**src/rtl/depilot.sv**
```systemverilog
// Pilot-aided frame aligner: locks onto PILOT_LEN-symbol pilot runs, then forwards
// the DATA_LEN data symbols of each frame and drops lock when a frame's pilots are too corrupted.
module depilot #(
    parameter int                WIDTH      = 16,
    parameter int                PILOT_LEN  = 10,
    parameter int                DATA_LEN   = 400,
    parameter logic [WIDTH-1:0]  PILOT_WORD = 16'h7000,
    parameter int                MAX_ERR    = 3
) (
    input  logic             clk1,
    input  logic             rst_n,
    input  logic [WIDTH-1:0] data_in,
    input  logic             in_valid,
    output logic [WIDTH-1:0] data_out,
    output logic             out_valid,
    output logic             frame_start,
    output logic             frame_end,
    output logic             locked,
    output logic             lost_sync,
    output logic [7:0]       bad_frames
);

    localparam int RUN_W = $clog2(PILOT_LEN + 1);
    localparam int PIL_W = (PILOT_LEN > 1) ? $clog2(PILOT_LEN) : 1;
    localparam int SYM_W = (DATA_LEN > 1) ? $clog2(DATA_LEN) : 1;
    localparam int ERR_W = $clog2(PILOT_LEN + 1);

    localparam logic [RUN_W-1:0] RUN_LAST = RUN_W'(PILOT_LEN - 1);
    localparam logic [PIL_W-1:0] PIL_LAST = PIL_W'(PILOT_LEN - 1);
    localparam logic [SYM_W-1:0] SYM_LAST = SYM_W'(DATA_LEN - 1);

    typedef enum logic [1:0] {SEARCH, PILOT, DATA} state_t;

    state_t             state_q, state_d;
    logic [RUN_W-1:0]   run_q, run_d;
    logic [PIL_W-1:0]   pil_cnt_q, pil_cnt_d;
    logic [SYM_W-1:0]   sym_cnt_q, sym_cnt_d;
    logic [ERR_W-1:0]   err_cnt_q, err_cnt_d;
    logic [WIDTH-1:0]   data_out_q, data_out_d;
    logic               out_valid_q, out_valid_d;
    logic               frame_start_q, frame_start_d;
    logic               frame_end_q, frame_end_d;
    logic               locked_q, locked_d;
    logic               lost_sync_q, lost_sync_d;
    logic [7:0]         bad_frames_q, bad_frames_d;
    logic               mismatch;
    logic [ERR_W-1:0]   err_next;

    // Pulses default low every cycle; everything else only moves on accepted symbols.
    always_comb begin
        state_d       = state_q;
        run_d         = run_q;
        pil_cnt_d     = pil_cnt_q;
        sym_cnt_d     = sym_cnt_q;
        err_cnt_d     = err_cnt_q;
        data_out_d    = data_out_q;
        out_valid_d   = 1'b0;
        frame_start_d = 1'b0;
        frame_end_d   = 1'b0;
        locked_d      = locked_q;
        lost_sync_d   = 1'b0;
        bad_frames_d  = bad_frames_q;
        mismatch      = (data_in != PILOT_WORD);
        err_next      = err_cnt_q + ERR_W'(mismatch);

        if (in_valid) begin
            case (state_q)
                SEARCH: begin
                    if (mismatch) begin
                        run_d = '0;
                    end else if (run_q == RUN_LAST) begin
                        state_d   = DATA;
                        run_d     = '0;
                        sym_cnt_d = '0;
                        locked_d  = 1'b1;
                    end else begin
                        run_d = run_q + RUN_W'(1);
                    end
                end
                DATA: begin
                    data_out_d    = data_in;
                    out_valid_d   = 1'b1;
                    frame_start_d = (sym_cnt_q == '0);
                    frame_end_d   = (sym_cnt_q == SYM_LAST);
                    if (sym_cnt_q == SYM_LAST) begin
                        state_d   = PILOT;
                        pil_cnt_d = '0;
                        err_cnt_d = '0;
                    end else begin
                        sym_cnt_d = sym_cnt_q + SYM_W'(1);
                    end
                end
                PILOT: begin
                    // The final pilot's own mismatch counts toward the verdict.
                    if (pil_cnt_q == PIL_LAST) begin
                        pil_cnt_d = '0;
                        err_cnt_d = '0;
                        if (int'(err_next) > MAX_ERR) begin
                            state_d     = SEARCH;
                            run_d       = '0;
                            locked_d    = 1'b0;
                            lost_sync_d = 1'b1;
                            if (bad_frames_q != 8'hFF) begin
                                bad_frames_d = bad_frames_q + 8'd1;
                            end
                        end else begin
                            state_d   = DATA;
                            sym_cnt_d = '0;
                        end
                    end else begin
                        pil_cnt_d = pil_cnt_q + PIL_W'(1);
                        err_cnt_d = err_next;
                    end
                end
                default: state_d = SEARCH;
            endcase
        end
    end

    always_ff @(posedge clk1 or negedge rst_n) begin
        if (!rst_n) begin
            state_q       <= SEARCH;
            run_q         <= '0;
            pil_cnt_q     <= '0;
            sym_cnt_q     <= '0;
            err_cnt_q     <= '0;
            data_out_q    <= '0;
            out_valid_q   <= 1'b0;
            frame_start_q <= 1'b0;
            frame_end_q   <= 1'b0;
            locked_q      <= 1'b0;
            lost_sync_q   <= 1'b0;
            bad_frames_q  <= '0;
        end else begin
            state_q       <= state_d;
            run_q         <= run_d;
            pil_cnt_q     <= pil_cnt_d;
            sym_cnt_q     <= sym_cnt_d;
            err_cnt_q     <= err_cnt_d;
            data_out_q    <= data_out_d;
            out_valid_q   <= out_valid_d;
            frame_start_q <= frame_start_d;
            frame_end_q   <= frame_end_d;
            locked_q      <= locked_d;
            lost_sync_q   <= lost_sync_d;
            bad_frames_q  <= bad_frames_d;
        end
    end

    assign data_out    = data_out_q;
    assign out_valid   = out_valid_q;
    assign frame_start = frame_start_q;
    assign frame_end   = frame_end_q;
    assign locked      = locked_q;
    assign lost_sync   = lost_sync_q;
    assign bad_frames  = bad_frames_q;

endmodule
```
**config.mk**
```make
export PLATFORM = sky130hd
export DESIGN_NAME = depilot
export DESIGN_NICKNAME = d
export VERILOG_FILES = /design/src/rtl/depilot.sv
export SDC_FILE = /design/constraint.sdc
export NUM_CORES = 1
export LEC_CHECK = 0
export CAP_MARGIN = 15
export CORE_AREA = 2 2 57 99
export DETAILED_ROUTE_END_ITERATION = 7
export DIE_AREA = 0 0 59 101
export PLACE_DENSITY = 0.8
export SKIP_LAST_GASP = 1
export SYNTH_ARGS = -nofsm -noshare
export SYNTH_HDL_FRONTEND = slang
export SYNTH_SLANG_ARGS = --single-unit
```
**constraint.sdc**
```tcl
create_clock -name clk1 -period 2.2 [get_ports clk1]
set_clock_uncertainty 0.05 [all_clocks]
set_input_delay 0.55 -clock clk1 [delete_from_list [all_inputs] [get_ports clk1]]
set_output_delay 0.55 -clock clk1 [all_outputs]
set_load 0.02 [all_outputs]
```
==> qor.csv, run 1 <==
metric,value,unit
Max Cap Viol,0,
Final WS setup,-0.275,ns
Worst R2R Start,sym_cnt_q[5],
Compound-Gate Fraction of Synth Area,0.117,
pin count of the biggest net entering global routing,53,
die footprint,5960,sq um
worst slew pin tran,0.807,ns
synth top area cells,"dfrtp_1, nand2_1, ha_1, o21ai_1, nand3_1",
DRC,0,
overall routing resource usage,0.230,
GP Congestion,0.844,
number of synthesized register bits,52,
post-synth top area share,0.506,
Num CTS Buffers,5,
Initial Util,0.498,
remaining antenna violation count,0,
register area share after synthesis,0.506,
hold buffer count at cts,0,
core area,5170,sq um
layout cell share with drive strength beyond 1,0.230,
RSZ-0062 raised after global routing,true,
first-pass GRT wire length,10.5,mm
drt total wl,6.54,mm
Die Width,59,microns
Mapped Nets,297,
crit-path max FO,7,
root buffer cell,clkbuf_8,
Peak VDD IR,0.408,mV
PortBufs,47,
vias per cell,5.72,
Critical Path Start Type,primary input,
number of global-route vias before repair,2261,
Peak Freq,0.404,GHz
Fillers,396,
post-synth cell types,46,
I/O pin cnt,48,
CP required,2.39,ns
R2R setup slack,0.10,ns
Slew HR,0.458,
largest family of logic cells by synthesized area,simple AND/OR/NAND/NOR gates,
post-DP HPWL,4.37,mm
R2R cell count,5,
grt ovf,0,
placed cells,386,
die height,101,microns
ANT cells,0,
final setup fails,23,
HP Class,primary input to asynchronous set/reset pin,
initial antenna violation count,0,
worst setup path class,primary input to flip-flop,
status,"finished, violations left",
TritonCTS clock tree,done,
Max Transition Viols Final,0,
CP endpoint,run_q[0],
final hold violations,0,
cell count after synthesis,269,
H-tree Lvls,2,
Synth Area in XOR/XNOR,0.0170,
register clock-pin slew on the reported worst setup and hold paths,0.09,ns
WL/cell,16.2,microns
period utilization,1.13,
mux share of post-synthesis cell area,0.0321,
pre-CTS WS,-1.02,ns
adder-cell share of the synthesized area,0.0438,
DRT iter0 DRCs,86,
yosys warns,0,
Skew-Pair Late Insertion Delay,0.30,ns
Post-synth EDFFs,0,
Synth Cell Area,2570,sq um
final setup TNS,-4.37,ns
PD cells,485,nW/um^2
asr flop ratio synth,1.00,
sequential cell area,1300,sq um
Pre-antenna DRT Iters,4,
TritonCTS Sinks,52,
Final Critical Period,2.48,ns
Multi-input gate area,1390,sq um
vias,2306,
area growth from synthesis to final layout,40.5,%
CP Capture Type,flip-flop,
Final Net Count,375,
Hold Slack,0.165,ns
worst setup path start,data_in[6],
clock buffer depth,2,
Main synth FF type,dfrtp_1,
Final Power,1.75,mW
simple-gate share of the synthesized area,0.257,
worst r2r dst,sym_cnt_q[0],
"non-filler cells, final",403,
"Arr. time, crit path",2.67,ns
row count,35,
post-synthesis area per instance,9.57,sq um
leakage power,1.72,nW
biggest area consumer among synthesized cells,dfrtp_1,
failing checks,setup timing,
## stage by stage
stage / area, sq um / util
after floorplan: 2610 / -
after global placement: 3290 / 0.637
after detailed placement: 3290 / 0.637
after CTS: 3560 / 0.689
after global routing: 3620 / 0.700
final: 3620 / 0.700
## cell families (layout without fill, tap and decap cells)
group,after synthesis,count (layout)
fa+ha+maj,9,9
flops,52,52
mux,8,8
buf+inv,17,95
xor+xnor,5,5
simple gates,134,134
compound gates,44,45
## critical path: stages
cell and delay [ns]:
buf_6 0.10, nor4_4 0.30, nand4_1 0.24, ha_4 0.25, ha_4 0.17, a41o_4 0.28, a211o_4 0.38, buf_4 0.15
nor3_2 0.11, a21o_1 0.12
## flip-flops by register name, indices dropped and copies added, names as in the netlist
| register | count |
|---|---|
| frame_end | 1 |
| data_out | 16 |
| out_valid | 1 |
| err_cnt_q | 4 |
| state_q | 2 |
| frame_start | 1 |
| bad_frames | 8 |
| sym_cnt_q | 9 |
| locked | 1 |
| lost_sync | 1 |
| run_q | 4 |
| pil_cnt_q | 4 |
## cells in the mapped netlist, types with 2 or more instances
library cell	count
mux2_1	2
a21oi_1	5
nand4_1	3
mux2i_1	6
nor2_1	13
o2bb2ai_1	4
inv_1	7
nor3_1	6
nor4_1	5
buf_2	3
clkbuf_1	4
nand2b_1	4
nand3_1	14
dfrtp_1	52
inv_2	2
a22o_1	2
ha_1	9
xnor2_1	2
a21o_1	5
xor2_1	3
nand2_1	65
a211o_1	2
nor3_2	2
o31ai_1	4
o21ai_1	15
and3_1	7
nand3b_1	4
## power by group
part	switching, mW	leakage, nW	internal (mW)
Combinational	0.0474	0.953	0.0427
Clock	0.303	0.0645	0.401
Sequential	0.00279	0.707	0.957
Total	0.353	1.72	1.40
## worst min path at each step
stage	slack [ns]	from	to
after floorplan	0.20	rst_n	bad_frames[0]
after global placement	0.41	data_out[4]	data_out[4]
after detailed placement	0.41	data_out[5]	data_out[5]
after CTS	0.19	rst_n	lost_sync
after global routing	0.20	rst_n	bad_frames[0]
final	0.17	rst_n	bad_frames[0]
## layer usage
metal	routed length, microns	up-vias	global-route usage
li1	-	1104	-
met2	3600	48	0.406
met5	0	-	0
met1	2580	1141	0.276
met3	215	13	0.0436
met4	144	0	0.0734
## final cells by class
| type | count | share of cell area |
|---|---|---|
| Clock inverter | 1 | 0.00830 |
| Sequential cell | 52 | 0.360 |
| Tap cell | 55 | 0.0190 |
| Clock buffer | 7 | 0.0266 |
| Timing Repair Buffer | 78 | 0.192 |
| Inverter | 9 | 0.00934 |
| Multi-Input combinational cell | 201 | 0.385 |
## cell usage in the layout (no fill, tap or decap), types with 7 or more instances in the layout
master / instances
buf_4: 25
and3_1: 7
clkbuf_8: 7
nor2_1: 12
nand3_1: 13
dfrtp_1: 52
o21ai_1: 15
inv_1: 7
clkdlybuf4s50_1: 30
buf_2: 8
ha_1: 7
buf_6: 8
nand2_1: 64
## timing repair
item,CTS,global route
resized for setup,74,14
pin swaps,15,6
endpoints found under the setup margin,26,24
buffers inserted,7,1
gates cloned,1,0
Power figures use the tool's default switching activity.
==> run 2, diff against run 1 <==
--- a/config.mk
+++ b/config.mk
@@ -14,3 +14,4 @@
 export SYNTH_ARGS = -nofsm -noshare
 export SYNTH_HDL_FRONTEND = slang
 export SYNTH_SLANG_ARGS = --single-unit
+export TNS_END_PERCENT = 100
==> results of run 2 <==
No change in the layout: final DEF, timing and power equal those of run 1.
